--- config.mk ---
export PLATFORM = sky130hd
export DESIGN_NAME = ctrl_fsm
export DESIGN_NICKNAME = d
export VERILOG_FILES = /design/src/rtl/ctrl_fsm_pkg.sv /design/src/rtl/ctrl_fsm_ula_watchdog.sv /design/src/rtl/ctrl_fsm.sv
export SDC_FILE = /design/constraint.sdc
export NUM_CORES = 1
export LEC_CHECK = 0
export CELL_PAD_IN_SITES_DETAIL_PLACEMENT = 0
export CELL_PAD_IN_SITES_GLOBAL_PLACEMENT = 2
export CORE_MARGIN = 5
export CORE_UTILIZATION = 31
export CTS_CLUSTER_SIZE = 30
export DETAILED_ROUTE_END_ITERATION = 10
export PLACE_DENSITY_LB_ADDON = 0.05
export SYNTH_ARGS = -nofsm -noshare
export SYNTH_HDL_FRONTEND = slang
export SYNTH_SLANG_ARGS = --single-unit
--- constraint.sdc ---
create_clock -name clk -period 3.3 [get_ports clk]
set_input_delay 0.99 -clock clk [delete_from_list [all_inputs] [get_ports clk]]
set_output_delay 0.99 -clock clk [all_outputs]
set_load 0.02 [all_outputs]
--- src/rtl/ctrl_fsm_pkg.sv ---
// Shared definitions for the core control state machine and the
// control-signal decoder: state codes, special opcodes, watchdog width.
package ctrl_fsm_pkg;

  typedef enum logic [3:0] {
    S_RESET     = 4'd0,
    S_FETCH     = 4'd1,
    S_DECODE    = 4'd2,
    S_ULA_OP    = 4'd3,
    S_ULA_WAIT  = 4'd4,
    S_STORE_RES = 4'd5,
    S_STORE_REG = 4'd6,
    S_HALT      = 4'd7
  } state_t;

  localparam logic [3:0] OP_NOP  = 4'h0;
  localparam logic [3:0] OP_HALT = 4'hF;

  // Wide enough for the largest ULA timeout (255).
  localparam int WDOG_W = 8;

endpackage

--- src/rtl/ctrl_fsm_ula_watchdog.sv ---
// ULA watchdog: counts ULA_WAIT cycles without a result and flags the
// last permitted cycle so the FSM can halt with an error.
module ctrl_fsm_ula_watchdog
  import ctrl_fsm_pkg::*;
#(
  parameter int TIMEOUT = 15
) (
  input  logic clk,
  input  logic rst_n,
  input  logic clear,
  input  logic enable,
  output logic expired
);

  localparam logic [WDOG_W-1:0] LAST_CNT = WDOG_W'(TIMEOUT - 1);

  logic [WDOG_W-1:0] cnt_q;

  // Wait-cycle counter; cleared on ULA launch, saturates as a safety net.
  always_ff @(posedge clk or negedge rst_n) begin
    if (!rst_n) begin
      cnt_q <= '0;
    end else if (clear) begin
      cnt_q <= '0;
    end else if (enable && (cnt_q != {WDOG_W{1'b1}})) begin
      cnt_q <= cnt_q + 1'b1;
    end
  end

  // The current wait cycle is the TIMEOUT-th one without a result.
  assign expired = (cnt_q == LAST_CNT);

endmodule

--- src/rtl/ctrl_fsm.sv ---
// Main control state machine of the processor core. Sequences fetch,
// decode, ULA operation and result store, and holds the fetched
// instruction fields. Optional build macro INSTR_COUNT_EN adds a 16-bit
// retired-instruction counter output.
//
// state       | meaning
// S_RESET     | idle, waiting for run
// S_FETCH     | waiting for rom_valid, latches instruction
// S_DECODE    | dispatch on latched opcode
// S_ULA_OP    | launch ULA, clear watchdog
// S_ULA_WAIT  | waiting for ula_done or timeout
// S_STORE_RES | store ULA result
// S_STORE_REG | write back to register file
// S_HALT      | stopped until resume
module ctrl_fsm
  import ctrl_fsm_pkg::*;
#(
  parameter int INSTR_W     = 16,
  parameter int ULA_TIMEOUT = 15
) (
  input  logic               clk,
  input  logic               rst_n,
  input  logic               run,
  input  logic               resume,
  input  logic [INSTR_W-1:0] rom_data,
  input  logic               rom_valid,
  input  logic               ula_done,
  output logic [3:0]         state,
  output logic [3:0]         opcode,
  output logic [3:0]         rd,
  output logic [3:0]         rs,
  output logic [3:0]         rt,
  output logic               halted,
`ifdef INSTR_COUNT_EN
  output logic [15:0]        retired,
`endif
  output logic               ula_err
);

  state_t state_q, state_d;
  logic   wd_clear, wd_enable, wd_expired;
  logic   ir_load, err_set, err_clr;

  ctrl_fsm_ula_watchdog #(
    .TIMEOUT (ULA_TIMEOUT)
  ) u_watchdog (
    .clk     (clk),
    .rst_n   (rst_n),
    .clear   (wd_clear),
    .enable  (wd_enable),
    .expired (wd_expired)
  );

  // State register.
  always_ff @(posedge clk or negedge rst_n) begin
    if (!rst_n) begin
      state_q <= S_RESET;
    end else begin
      state_q <= state_d;
    end
  end

  // Next-state logic; undefined codes recover to S_RESET.
  always_comb begin
    state_d = state_q;
    case (state_q)
      S_RESET:     if (run) state_d = S_FETCH;
      S_FETCH:     if (rom_valid) state_d = S_DECODE;
      S_DECODE: begin
        if (opcode == OP_HALT)     state_d = S_HALT;
        else if (opcode == OP_NOP) state_d = run ? S_FETCH : S_RESET;
        else                       state_d = S_ULA_OP;
      end
      S_ULA_OP:    state_d = S_ULA_WAIT;
      S_ULA_WAIT: begin
        // A result arriving on the last permitted cycle still wins.
        if (ula_done)        state_d = S_STORE_RES;
        else if (wd_expired) state_d = S_HALT;
      end
      S_STORE_RES: state_d = S_STORE_REG;
      S_STORE_REG: state_d = run ? S_FETCH : S_RESET;
      S_HALT:      if (resume) state_d = S_FETCH;
      default:     state_d = S_RESET;
    endcase
  end

  // Outputs and internal strobes decoded from the registered state.
  always_comb begin
    state     = state_q;
    halted    = (state_q == S_HALT);
    wd_clear  = (state_q == S_ULA_OP);
    wd_enable = (state_q == S_ULA_WAIT) && !ula_done;
    ir_load   = (state_q == S_FETCH) && rom_valid;
    err_set   = (state_q == S_ULA_WAIT) && !ula_done && wd_expired;
    err_clr   = (state_q == S_HALT) && resume;
  end

  // Instruction register: fields only change on FETCH -> DECODE.
  always_ff @(posedge clk or negedge rst_n) begin
    if (!rst_n) begin
      opcode <= '0;
      rd     <= '0;
      rs     <= '0;
      rt     <= '0;
    end else if (ir_load) begin
      opcode <= rom_data[INSTR_W-1 -: 4];
      rd     <= rom_data[11:8];
      rs     <= rom_data[7:4];
      rt     <= rom_data[3:0];
    end
  end

  // Sticky ULA timeout flag, cleared only when resuming from halt.
  always_ff @(posedge clk or negedge rst_n) begin
    if (!rst_n) begin
      ula_err <= 1'b0;
    end else if (err_set) begin
      ula_err <= 1'b1;
    end else if (err_clr) begin
      ula_err <= 1'b0;
    end
  end

`ifdef INSTR_COUNT_EN
  logic retire;

  // An instruction retires on leaving STORE_REG or on a NOP leaving DECODE.
  always_comb begin
    retire = (state_q == S_STORE_REG) ||
             ((state_q == S_DECODE) && (opcode == OP_NOP));
  end

  // Retired-instruction counter, wraps naturally at 16 bits.
  always_ff @(posedge clk or negedge rst_n) begin
    if (!rst_n) begin
      retired <= '0;
    end else if (retire) begin
      retired <= retired + 16'd1;
    end
  end
`endif

endmodule

# Word level (Yosys, flattened, before mapping)

Index checks and enable logic that the tools add are counted.

Register bits after elaboration: 29
Input port bits: 22
Word-level logic and storage cells: 46

Add/subtract/negate cells: 1
Equal/unequal tests: 14
Mux-type cells: 13
Reductions and logical operators: 11

Operators with widths:

| operator                                                              | count |
|---|---|
| 4-bit case mux with 8 select lines                                    | 1 |
| 4-bit 2-to-1 mux                                                      | 5 |
| 4-bit by 3-bit equality test with 1-bit output, second input constant | 4 |
| 8-bit 2-to-1 mux                                                      | 2 |
| 8-bit by 1-bit adder with 8-bit output, second input constant         | 1 |
| 4-bit by 2-bit equality test with 1-bit output, second input constant | 2 |
| 8-bit by 4-bit equality test with 1-bit output, second input constant | 1 |
| 4-bit zero test                                                       | 2 |
| 8-bit != test, second input constant                                  | 1 |
| 2-bit != test, second input constant                                  | 3 |
| 1-bit logical AND                                                     | 5 |
| 4-bit by 1-bit equality test with 1-bit output, second input constant | 1 |
| 4-bit equality test, second input constant                            | 1 |
| 4-bit AND reduction                                                   | 1 |
| 2-bit nonzero test                                                    | 2 |
| 1-bit 2-to-1 mux                                                      | 3 |
| 3-bit 2-to-1 mux                                                      | 1 |
| 3-bit != test, second input constant                                  | 1 |
| 2-bit 2-to-1 mux                                                      | 1 |
| 1-bit zero test                                                       | 1 |

# Depth between registers and ports, before layout

Gate-level depths: netlist (run 1).

Depth in word-level cells: 5
Gate-level depth with buffers: 6

# By module

Synthesis (run 1) repeated with hierarchy kept, for this count alone.

Cell total of the unflattened synthesis: 127
Area, all modules: 1473.9 µm²

By module, submodules not included:

| module                | instances | cells an instance | area an instance (µm²) |
|---|---|---|---|
| ctrl_fsm              | 1         | 71                | 955.9 |
| ctrl_fsm_ula_watchdog | 1         | 56                | 518.0 |

# Least setup slack after synthesis (run 1)

Ideal clock, no wire load.

Path kind: input to register
From: input port ula_done
To: register u_watchdog.cnt_q[7]
Library setup time: 126 ps
Arrival: 1923 ps
Required time: 3174 ps
Slack: 1251 ps
Stages on the path: 4
Cell sequence: nor4b_4 o21a_4 a21oi_2 a221o_1

Cells in the longest elaborated chain, start to end: 4

RTL lines:

| what                                | line                        | text |
|---|---|---|
| start, declared                     | ctrl_fsm.sv:27              | `input logic ula_done,` |
| 1-bit zero test                     | ctrl_fsm.sv:92              | `wd_enable = (state_q == S_ULA_WAIT) && !ula_done;` |
| 1-bit logical AND                   | ctrl_fsm.sv:92              |  |
| 1-bit logical AND                   | ctrl_fsm_ula_watchdog.sv:25 | `end else if (enable && (cnt_q != {WDOG_W{1'b1}})) begin` |
| 2-bit nonzero test (no source line) | n/a                         |  |
| end signal, assigned                | ctrl_fsm_ula_watchdog.sv:26 | `cnt_q <= cnt_q + 1'b1;` |
| end, declared                       | ctrl_fsm_ula_watchdog.sv:17 | `logic [WDOG_W-1:0] cnt_q;` |

Every way passes these cells.
A chain may end at the register's enable or synchronous reset.

# Worst setup path after layout (run 1)

From: register state_q[1], in the netlist state[1]
To: output port halted

Cells in the longest elaborated chain, start to end: 1

RTL lines:

| what                                           | line           | text |
|---|---|---|
| start, declared                                | ctrl_fsm.sv:40 | `state_t state_q, state_d;` |
| start signal, assigned                         | ctrl_fsm.sv:59 | `state_q <= state_d;` |
| 4-bit by 3-bit equality test with 1-bit output | ctrl_fsm.sv:90 | `halted = (state_q == S_HALT);` |
| end, declared                                  | ctrl_fsm.sv:33 | `output logic halted,` |

Every way passes these cells.

==> reports/qor.tcl, run 1 <==
set qor(globalRouteMet1Util) 0.127
set qor(max_cap_violations) 0
set qor(critical_path_buf_inv_count) 2
set qor(post-synth-top-area-cell) {sky130_fd_sc_hd__dfrtp_1}
set qor(syn_nets) 141
set qor(area_growth_syn_to_layout_pct) 37.3
set qor(synthesis.area_um2) 1400
set qor(cp-end-kind) {output port}
set qor(cts_made_buffers) 3
set qor(min_path_type) {flip-flop to flip-flop}
set qor(num_vias) 1058
set qor(outcome) {completed}
set qor(synthesis.instances) 117
set qor(min_delay_worst_endpoint) {rs[0]}
set qor(clk-insertion-delay-late_ns) 0.27
set qor(cts.sinks) 28
set qor(clock.fmax_ghz) 0.357
set qor(final_core_util) 0.441
set qor(overflow) 0
set qor(total_power_consumption_uw) 1670
set qor(critical-path-max-stage-delay_ns) 0.65
set qor(route.detailed.wl_per_inst_um) 14.7
set qor(timing.final.ws_setup_ns) 0.503
set qor(hold_path_startpoint) {rs[0]}
set qor(final-max-slew-violation-count) 0
set qor(via_per_inst) 4.99
set qor(seq_area_um2) 701
set qor(most_frequently_used_cell_type_in_the_post_synthesis_netlist) {sky130_fd_sc_hd__dfrtp_1}
set qor(synth_top_area_frac) 0.501
set qor(critical_path.top_delay_family) {buffers and inverters}
set qor(tritoncts) {yes}
set qor(share_of_cells_above_drive_strength_1) 0.213
set qor(multi_input_comb_area_um2) 629
set qor(post_synth_edffs) 0
set qor(ys_async_sr_fraction) 1.00
set qor(grt_setup_unrepaired) {false}
set qor(synth.yosys.warnings) 0
set qor(floorplan.die.height_um) 77.2
set qor(place_ws_ns) 0.636
set qor(grt_use_met2) 0.177
set qor(period_minus_slack_ns) 2.80
set qor(worst-endpoint-arrival_ns) 1.81
set qor(num_antenna_cells) 0
set qor(globalRouteTotalUtil) 0.107
set qor(hold_path_depth) 1
set qor(critical-path-slowest-cell) {sky130_fd_sc_hd__dfrtp_1}
set qor(design.portCount) 44
set qor(drt_pre_antenna_iters) 4
set qor(synth_flop_cell) {sky130_fd_sc_hd__dfrtp_1}
set qor(netlist-cell-type-count) 39
set qor(worstSetupPathType) {flip-flop to output port}
set qor(design.die.area_um2) 5960
set qor(fillers) 392
set qor(start_util) 0.321
set qor(clock_skew_ns) 0.00272
set qor(final.period_utilization) 0.848
set qor(grt_pass1_vias) 1093
set qor(setup_viol) 0
set qor(std_cell_rows) 24
set qor(cts-root-to-sink-buffers) 2
set qor(synthesis.area_per_instance_um2) 12.0
set qor(source_of_the_worst_register_to_register_timing_path) {state[1]}
set qor(io_buffer_count) 42
set qor(grt_antenna_before_repair) 0
set qor(sequential_cell_area_fraction_in_the_yosys_report) 0.501
set qor(grt_start_max_net_pins) 29
set qor(route.detailed.drc) 0
set qor(postCtsSetupBuffers) 0
set qor(critical_path.reg2reg.endpoint) {u_watchdog.cnt_q[7]}
set qor(global_route.peak_usage_layer) {met2}
set qor(critical_path.max_fanout) 11
set qor(detail-route-antenna-nets) 0
set qor(static-leakage-power_uw) 0.000794
set qor(yosys-top-cells-count) {28 x sky130_fd_sc_hd__dfrtp_1, 16 x sky130_fd_sc_hd__mux2_2, 9 x sky130_fd_sc_hd__nand2_1}
set qor(crit_required_ns) 2.31
set qor(final_hold_viol_count) 0
set qor(vdd.ir_drop.worst_mv) 0.376
set qor(gr_layer_usage_met3) 0.0457
set qor(tns_ns) 0
set qor(routed_wl_um) 3110
set qor(post_cts_hold_buffer_count) 0
set qor(cts.repair.resized) 0
set qor(layout.nets) 185
set qor(reg2reg_depth) 4
set qor(core_region_um2) 4350
set qor(pwr_density_cell_nw_per_um2) 867
set qor(crit_path_start_kind) {flip-flop}
set qor(netlist_top_cells_area) {sky130_fd_sc_hd__dfrtp_1 50%, sky130_fd_sc_hd__mux2_2 13%, sky130_fd_sc_hd__nor4b_4 3.4%, sky130_fd_sc_hd__nand2_1 2.4%, sky130_fd_sc_hd__nand3_1 2.1%}
set qor(global_route_wire_length_before_repair_um) 5200
set qor(flop_and_latch_count_out_of_synthesis) 28
set qor(gp_congestion) 0.762
set qor(cts_htree_levels) 1
set qor(cts.root.buffer_cell) {sky130_fd_sc_hd__clkbuf_8}
set qor(path_clk_slew_ns) 0.10
set qor(die_w_um) 77.2
set qor(dpl.hpwl_um) 2370
set qor(flop2flop_setup_slack_ns) 1.39
set qor(initial_drt_markers) 49
set qor(crit_path_cell_trace) {nand3_1 -> inv_1 -> clkdlybuf4s50_1}
[flip-flops by register name (all words and copies together) (netlist names)]
| name | count |
|---|---|
| ula_err | 1 |
| rt | 4 |
| rs | 4 |
| opcode | 4 |
| state | 3 |
| u_watchdog.cnt_q | 8 |
| rd | 4 |
[worst max path at each step]
stage | start | endpoint | slack, ns | cells after the start
2_1_floorplan | ula_done | u_watchdog.cnt_q[7] | 1.25 | 4
3_3_place_gp | ula_done | u_watchdog.cnt_q[7] | 0.68 | 5
3_5_place_dp | ula_done | u_watchdog.cnt_q[5] | 0.64 | 5
4_1_cts | state[1] | halted | 0.49 | 3
5_1_grt | state[1] | halted | 0.38 | 3
6_report | state[1] | halted | 0.50 | 3
[worst reg2reg max path: stages, from the launching register on]
cell                      delay (ns)
sky130_fd_sc_hd__dfrtp_1        0.56
sky130_fd_sc_hd__nor4b_4        0.56
sky130_fd_sc_hd__o21a_4         0.25
sky130_fd_sc_hd__a21oi_2        0.06
sky130_fd_sc_hd__a221o_1        0.37
[cell families after synthesis]
logic type | share of synthesized area
XOR/XNOR | 0.00626
flip-flops | 0.501
multiplexers | 0.136
other | 0.00268
adder cells (fa/ha/maj) | 0.0179
AO/OA/AOI/OAI | 0.112
buffers and inverters | 0.0492
AND/OR/NAND/NOR | 0.175
[per-layer routing]
metal | wire length [um] | up-vias
met5 | 0 | -
met4 | 21 | 0
met3 | 223 | 2
met2 | 1570 | 28
met1 | 1300 | 514
li1 | - | 514
[final cells by class]
type	count	share of cell area
inverters	5	0.00977
repair buffers	44	0.227
well taps	52	0.0339
clock buffers	3	0.0215
clock inverters	1	0.0156
flip-flops and latches	28	0.365
multi-input cells	79	0.328
[where the power goes]
part	internal, uW	switching [uW]	total (uW)
logic	416	358	775
clock network	162	107	270
registers	476	145	622
total	1050	611	1670
[placed cells by master, fill, tap and decap left out, drive strengths merged, types with 2 or more instances in the layout]
cell type,Yosys,final
buf,5,2
nand3,6,6
nand4,2,2
mux2,16,16
a41oi,2,2
clkdlybuf4s50,0,42
nor4b,2,2
nor3,6,6
and3,3,3
ha,2,2
o21ai,5,5
a31oi,2,2
dfrtp,28,28
a221o,2,2
nor2,4,4
inv,5,5
nand2,9,9
clkbuf,0,3
[stage by stage]
step	cells	hold WS, ns	instance area (um2)
finish	212	0.515	1920
global route	212	0.529	1920
CTS	212	0.516	1920
detailed placement	208	0.485	1850
global placement	208	0.490	1850
floorplan	117	0.485	1400
Power figures use the tool's default switching activity.
==> run 2, diff against run 1 <==
--- a/config.mk
+++ b/config.mk
@@ -8,7 +8,7 @@
 export CELL_PAD_IN_SITES_DETAIL_PLACEMENT = 0
 export CELL_PAD_IN_SITES_GLOBAL_PLACEMENT = 2
 export CORE_MARGIN = 5
-export CORE_UTILIZATION = 31
+export CORE_UTILIZATION = 29
 export CTS_CLUSTER_SIZE = 30
 export DETAILED_ROUTE_END_ITERATION = 10
 export PLACE_DENSITY_LB_ADDON = 0.05
==> constraint.sdc (replaced) <==
create_clock -name clk -period 2.8 [get_ports clk]
set_input_delay 0.84 -clock clk [delete_from_list [all_inputs] [get_ports clk]]
set_output_delay 0.84 -clock clk [all_outputs]
set_load 0.02 [all_outputs]
==> reports/qor.tcl, run 2 (same netlist as run 1, synthesis figures left out) <==
set qor(power.share.combinational) 0.477 ;# +0.012
set qor(setup_viol) 0 ;# unchanged
set qor(fin_worst_hold_slack_ns) 0.514 ;# -0.00146 ns
set qor(period_minus_slack_ns) 2.59
set qor(start_util) 0.298 ;# -0.0231
set qor(global_route_wire_length_before_repair_um) 5380 ;# +3.5%
set qor(grt_setup_unrepaired) {false}
set qor(flop2flop_setup_slack_ns) 0.93 ;# -0.46 ns
set qor(route.detailed.wl_per_inst_um) 15.2 ;# +3.5%
set qor(cts_made_buffers) 3 ;# unchanged
set qor(overflow) 0 ;# unchanged
set qor(detail-route-antenna-nets) 0 ;# unchanged
set qor(reg2reg_depth) 5 ;# +1
set qor(clock_skew_ns) 0.00525 ;# +0.00254 ns
set qor(worstSetupPathType) {flip-flop to output port}
set qor(route.detailed.drc) 0 ;# unchanged
set qor(grt_start_max_net_pins) 29 ;# unchanged
set qor(num_vias) 1096 ;# +3.6%
set qor(cts-root-to-sink-buffers) 2 ;# unchanged
set qor(gp_congestion) 0.729 ;# -4.3%
set qor(worst-endpoint-arrival_ns) 1.75 ;# -0.06 ns
set qor(routed_wl_um) 3270 ;# +4.9%
set qor(globalRouteTotalUtil) 0.108 ;# +0.00149
set qor(hold_path_startpoint) {ula_err}
set qor(cts.root.buffer_cell) {sky130_fd_sc_hd__clkbuf_8}
set qor(postCtsSetupBuffers) 0 ;# unchanged
set qor(max_cap_violations) 0 ;# unchanged
set qor(post_cts_hold_buffer_count) 0 ;# unchanged
set qor(cts_htree_levels) 1 ;# unchanged
set qor(power.share.clock) 0.162 ;# about the same
set qor(die_w_um) 79.5 ;# +2.9%
set qor(largest_register) {u_watchdog.cnt_q}
set qor(path_clk_slew_ns) 0.10 ;# about the same
set qor(drt_pre_antenna_iters) 4 ;# unchanged
set qor(cts.repair.resized) 0 ;# unchanged
set qor(critical_path.max_fanout) 9 ;# -2
set qor(final.period_utilization) 0.925
set qor(crit_required_ns) 1.96 ;# -0.35 ns
set qor(area_growth_syn_to_layout_pct) 38.0
set qor(cts.sinks) 28 ;# unchanged
set qor(vdd.ir_drop.worst_mv) 0.449 ;# +19%
set qor(total_power_consumption_uw) 1980 ;# +19%
set qor(floorplan.die.height_um) 79.5 ;# +2.9%
set qor(outcome) {completed}
set qor(largest_register_ff_count) 8 ;# unchanged
set qor(std_cell_rows) 25 ;# +4.2%
set qor(cp-end-kind) {output port}
set qor(clock.fmax_ghz) 0.386
set qor(power_switching_uw) 727 ;# +19%
set qor(p_int_uw) 1250 ;# +19%
set qor(critical_path.reg2reg.endpoint) {u_watchdog.cnt_q[7]}
set qor(final-max-slew-violation-count) 0 ;# unchanged
set qor(place_area_um2) 1860 ;# +0.54%
set qor(layout.nets) 186 ;# +0.54%
set qor(dpl.hpwl_um) 2390 ;# +0.86%
set qor(core_region_um2) 4690 ;# +7.8%
set qor(design.portCount) 44 ;# unchanged
set qor(io_buffer_count) 42 ;# unchanged
set qor(swShare) 0.367 ;# +0.000447
set qor(hold_path_depth) 1 ;# unchanged
set qor(crit_path_start_kind) {flip-flop}
set qor(final_cell_mix) {42 x sky130_fd_sc_hd__clkdlybuf4s50_1, 28 x sky130_fd_sc_hd__dfrtp_1, 16 x sky130_fd_sc_hd__mux2_2, 9 x sky130_fd_sc_hd__nand2_1}
set qor(pwr_density_cell_nw_per_um2) 1030 ;# +18%
set qor(grt_antenna_before_repair) 0 ;# unchanged
set qor(tritoncts) {yes}
set qor(final_common_cell) {sky130_fd_sc_hd__clkdlybuf4s50_1}
set qor(clk-insertion-delay-late_ns) 0.28 ;# about the same
set qor(tns_ns) 0 ;# unchanged
set qor(final_design_area_no_fill_um2) 1930 ;# +0.52%
set qor(initial_drt_markers) 53 ;# +8.2%
set qor(design.die.area_um2) 6310 ;# +6.0%
set qor(sequentialPowerShare) 0.360 ;# -0.013
set qor(timing.critical_path.from) {state[0]}
set qor(min_path_type) {flip-flop to flip-flop}
set qor(final_hold_viol_count) 0 ;# unchanged
set qor(source_of_the_worst_register_to_register_timing_path) {state[1]}
set qor(min_delay_worst_endpoint) {ula_err}
set qor(grt_pass1_vias) 1147 ;# +4.9%
set qor(num_antenna_cells) 0 ;# unchanged
set qor(static-leakage-power_uw) 0.000799 ;# +0.63%
set qor(share_of_cells_above_drive_strength_1) 0.217 ;# +0.00489
set qor(via_per_inst) 5.10 ;# +2.1%
==> run 2: changes by cell type in the layout (fill, tap and decap cells not counted) <==
cell | previous run | this run
sky130_fd_sc_hd__buf_4 | 2 | 3
==> run 2: area by class of cell <==
| class | instances | area [um2] |
|---|---|---|
| Tap cell | 54 | 67.6 |
| Inverter | 5 | 18.8 |
| Clock inverter | 1 | 30.0 |
| Timing Repair Buffer | 45 | 443 |
| Sequential cell | 28 | 701 |
| Fill cell | 464 | 2760 |
| Multi-Input combinational cell | 79 | 629 |
| Clock buffer | 3 | 41.3 |
==> run 2: power by group through the flow <==
stage                     clock network [uW]  logic [uW]  registers, uW
after floorplan                            0         446            842
after global placement                     0         950            717
after detailed placement                   0         955            723
after CTS                                337         960            718
after global routing                     353        1010            741
final                                    321         945            714
==> run 2: worst max-delay path: stages, from the launching register on <==
cell	delay, ns
sky130_fd_sc_hd__dfrtp_1	0.61
sky130_fd_sc_hd__nand3_1	0.16
sky130_fd_sc_hd__inv_1	0.10
sky130_fd_sc_hd__clkdlybuf4s50_1	0.60
==> run 2: through the flow <==
| stage | util | instances | worst slack, ns |
|---|---|---|---|
| floorplan | - | 117 | 0.901 |
| global placement | 0.396 | 211 | 0.323 |
| detailed placement | 0.396 | 211 | 0.292 |
| CTS | 0.411 | 215 | 0.191 |
| global route | 0.411 | 215 | 0.123 |
| finish | 0.411 | 215 | 0.209 |
==> run 2: how the worst max path moves through the flow <==
stage                               end  slack (ns)  cells after the start
floorplan           u_watchdog.cnt_q[7]        0.90                      4
global placement    u_watchdog.cnt_q[7]        0.32                      5
detailed placement  u_watchdog.cnt_q[7]        0.29                      5
CTS                              halted        0.19                      3
global route                     halted        0.12                      3
finish                           halted        0.21                      3
==> run 2: layer usage <==
| metal | track usage | wire length (um) | vias up |
|---|---|---|---|
| met4 | 0.0258 | 23 | 0 |
| met2 | 0.180 | 1560 | 34 |
| met5 | 0 | 0 | - |
| li1 | - | - | 515 |
| met3 | 0.0497 | 287 | 2 |
| met1 | 0.126 | 1390 | 545 |
==> run 3, diff against run 2 <==
--- a/config.mk
+++ b/config.mk
@@ -11,7 +11,7 @@
 export CORE_UTILIZATION = 29
 export CTS_CLUSTER_SIZE = 30
 export DETAILED_ROUTE_END_ITERATION = 10
-export PLACE_DENSITY_LB_ADDON = 0.05
+export PLACE_DENSITY = 0.77
 export SYNTH_ARGS = -nofsm -noshare
 export SYNTH_HDL_FRONTEND = slang
 export SYNTH_SLANG_ARGS = --single-unit
==> reports/qor.tcl, run 3 (same netlist as run 1, synthesis figures left out) <==
set qor(p_int_uw) 1270 ;# +1.5%
set qor(crit_path_cell_trace) {buf_4 -> clkdlybuf4s50_1}
set qor(power.share.combinational) 0.506 ;# +0.029
set qor(globalRouteTotalUtil) 0.109 ;# +0.000954
set qor(setup_viol) 0 ;# unchanged
set qor(detail_route.wirelength.met1_um) 1440 ;# +3.0%
set qor(critical-path-max-stage-delay_ns) 0.62 ;# about the same
set qor(critical_path.max_fanout) 10 ;# +1
set qor(fin_worst_hold_slack_ns) 0.516 ;# +0.00263 ns
set qor(cts.sinks) 28 ;# unchanged
set qor(highest_layer) {met4}
set qor(max_cap_violations) 0 ;# unchanged
set qor(io_buffer_count) 42 ;# unchanged
set qor(cts_made_buffers) 3 ;# unchanged
set qor(dr_wl_met2_um) 1710 ;# +9.4%
set qor(num_vias) 1096 ;# unchanged
set qor(final-max-slew-violation-count) 0 ;# unchanged
set qor(largest_register) {u_watchdog.cnt_q}
set qor(clock.fmax_ghz) 0.438 ;# +14%
set qor(grt_pass1_vias) 1106 ;# -3.6%
set qor(post_cts_hold_buffer_count) 0 ;# unchanged
set qor(std_cell_rows) 25 ;# unchanged
set qor(swShare) 0.367 ;# about the same
set qor(final_hold_viol_count) 0 ;# unchanged
set qor(worst-endpoint-arrival_ns) 1.44 ;# -0.31 ns
set qor(gp_congestion) 0.829 ;# +14%
set qor(clock_skew_ns) 0.00242 ;# -0.00284 ns
set qor(share_of_cells_above_drive_strength_1) 0.227 ;# +0.00960
set qor(overflow) 0 ;# unchanged
set qor(start_util) 0.298 ;# unchanged
set qor(die_w_um) 79.5 ;# unchanged
set qor(placedCellCount) 213 ;# +0.95%
set qor(min_path_type) {flip-flop to flip-flop}
set qor(dpl.hpwl_um) 2490 ;# +4.1%
set qor(critical_path.top_delay_family) {buffers and inverters}
set qor(critical_path_buf_inv_count) 2 ;# unchanged
set qor(final_cells) 217 ;# +0.93%
set qor(num_antenna_cells) 0 ;# unchanged
set qor(period_minus_slack_ns) 2.28 ;# -0.308 ns
set qor(power.share.clock) 0.159 ;# -0.003
set qor(vdd.ir_drop.worst_mv) 0.480 ;# +6.8%
set qor(crit_required_ns) 1.96 ;# about the same
set qor(fillers) 457 ;# -1.5%
set qor(clk-insertion-delay-late_ns) 0.27 ;# about the same
set qor(met3RoutedLength_um) 129 ;# -55%
set qor(cts.repair.resized) 0 ;# unchanged
set qor(cts-root-to-sink-buffers) 2 ;# unchanged
set qor(tritoncts) {yes}
set qor(postCtsSetupBuffers) 0 ;# unchanged
set qor(drt_pre_antenna_iters) 4 ;# unchanged
set qor(static-leakage-power_uw) 0.000808 ;# +1.2%
set qor(tns_ns) 0 ;# unchanged
set qor(cts.root.buffer_cell) {sky130_fd_sc_hd__clkbuf_8}
set qor(largest_register_ff_count) 8 ;# unchanged
set qor(routed_wl_um) 3310 ;# +1.3%
set qor(grt_antenna_before_repair) 0 ;# unchanged
set qor(cp-end-kind) {output port}
set qor(design.portCount) 44 ;# unchanged
set qor(crit_path_start_kind) {flip-flop}
set qor(via_per_inst) 5.05 ;# -0.92%
set qor(power_switching_uw) 738 ;# +1.5%
set qor(final_common_cell) {sky130_fd_sc_hd__clkdlybuf4s50_1}
set qor(initial_drt_markers) 39 ;# -26%
set qor(critical-path-slowest-cell) {sky130_fd_sc_hd__clkdlybuf4s50_1}
set qor(cts_htree_levels) 1 ;# unchanged
set qor(path_clk_slew_ns) 0.10 ;# about the same
set qor(global_route_wire_length_before_repair_um) 5480 ;# +1.9%
set qor(sequentialPowerShare) 0.334 ;# -0.026
set qor(outcome) {completed}
set qor(final.period_utilization) 0.815 ;# -0.110
set qor(route.detailed.drc) 0 ;# unchanged
set qor(worstSetupPathType) {flip-flop to output port}
set qor(pwr_density_cell_nw_per_um2) 1030 ;# +0.71%
set qor(area_growth_syn_to_layout_pct) 39.1
set qor(grt_setup_unrepaired) {false}
set qor(final_cell_mix) {42 x sky130_fd_sc_hd__clkdlybuf4s50_1, 28 x sky130_fd_sc_hd__dfrtp_1, 16 x sky130_fd_sc_hd__mux2_2, 9 x sky130_fd_sc_hd__nand2_1}
set qor(core_region_um2) 4690 ;# unchanged
set qor(layout.nets) 188 ;# +1.1%
set qor(route.detailed.wl_per_inst_um) 15.2 ;# +0.32%
set qor(detail-route-antenna-nets) 0 ;# unchanged
set qor(grt_start_max_net_pins) 29 ;# unchanged
set qor(floorplan.die.height_um) 79.5 ;# unchanged
set qor(design.die.area_um2) 6310 ;# unchanged
run 3: layout make-up:
cell class	instances	area, um2	share of cell area
sequential	28	701	0.360
multi-input combinational	79	629	0.323
inverter	5	18.8	0.00965
clock buffer	3	41.3	0.0212
tap	54	67.6	0.0347
timing repair buffer	47	458	0.235
clock inverter	1	30.0	0.0154
run 3: worst paths after layout:
check | start | endpoint | slack [ns] | depth (start not counted)
setup / recovery | state[1] | state[1] | 0.52 | 2
hold / removal | rt[2] | rt[2] | 0.52 | 1
setup reg to reg | state[1] | u_watchdog.cnt_q[7] | 1.00 | 5
hold reg to reg | rt[2] | rt[2] | 0.52 | 1
max in group asynchronous | rst_n | state[2] | 1.59 | 2
min in group asynchronous | rst_n | rs[2] | 0.94 | 2
run 3: power by group through the flow:
stage / combinational (uW) / sequential (uW) / clock (uW)
finish: 1020 / 672 / 320
global route: 1090 / 691 / 347
CTS: 1030 / 673 / 334
detailed placement: 1030 / 683 / 0
global placement: 1010 / 669 / 0
floorplan: 446 / 842 / 0
run 3: metal layers:
layer,GRT usage,vias up
met2,0.196,27
met1,0.134,544
met4,0.0309,0
met5,0,-
li1,-,523
met3,0.0169,2
run 3: through the flow:
stage,setup WS [ns],power [uW],util,instance area (um2)
after floorplan,0.901,1290,-,1400
after global placement,0.351,1680,0.399,1870
after detailed placement,0.312,1710,0.399,1870
after CTS,0.501,2040,0.415,1950
after global routing,0.450,2130,0.415,1950
final,0.517,2010,0.415,1950
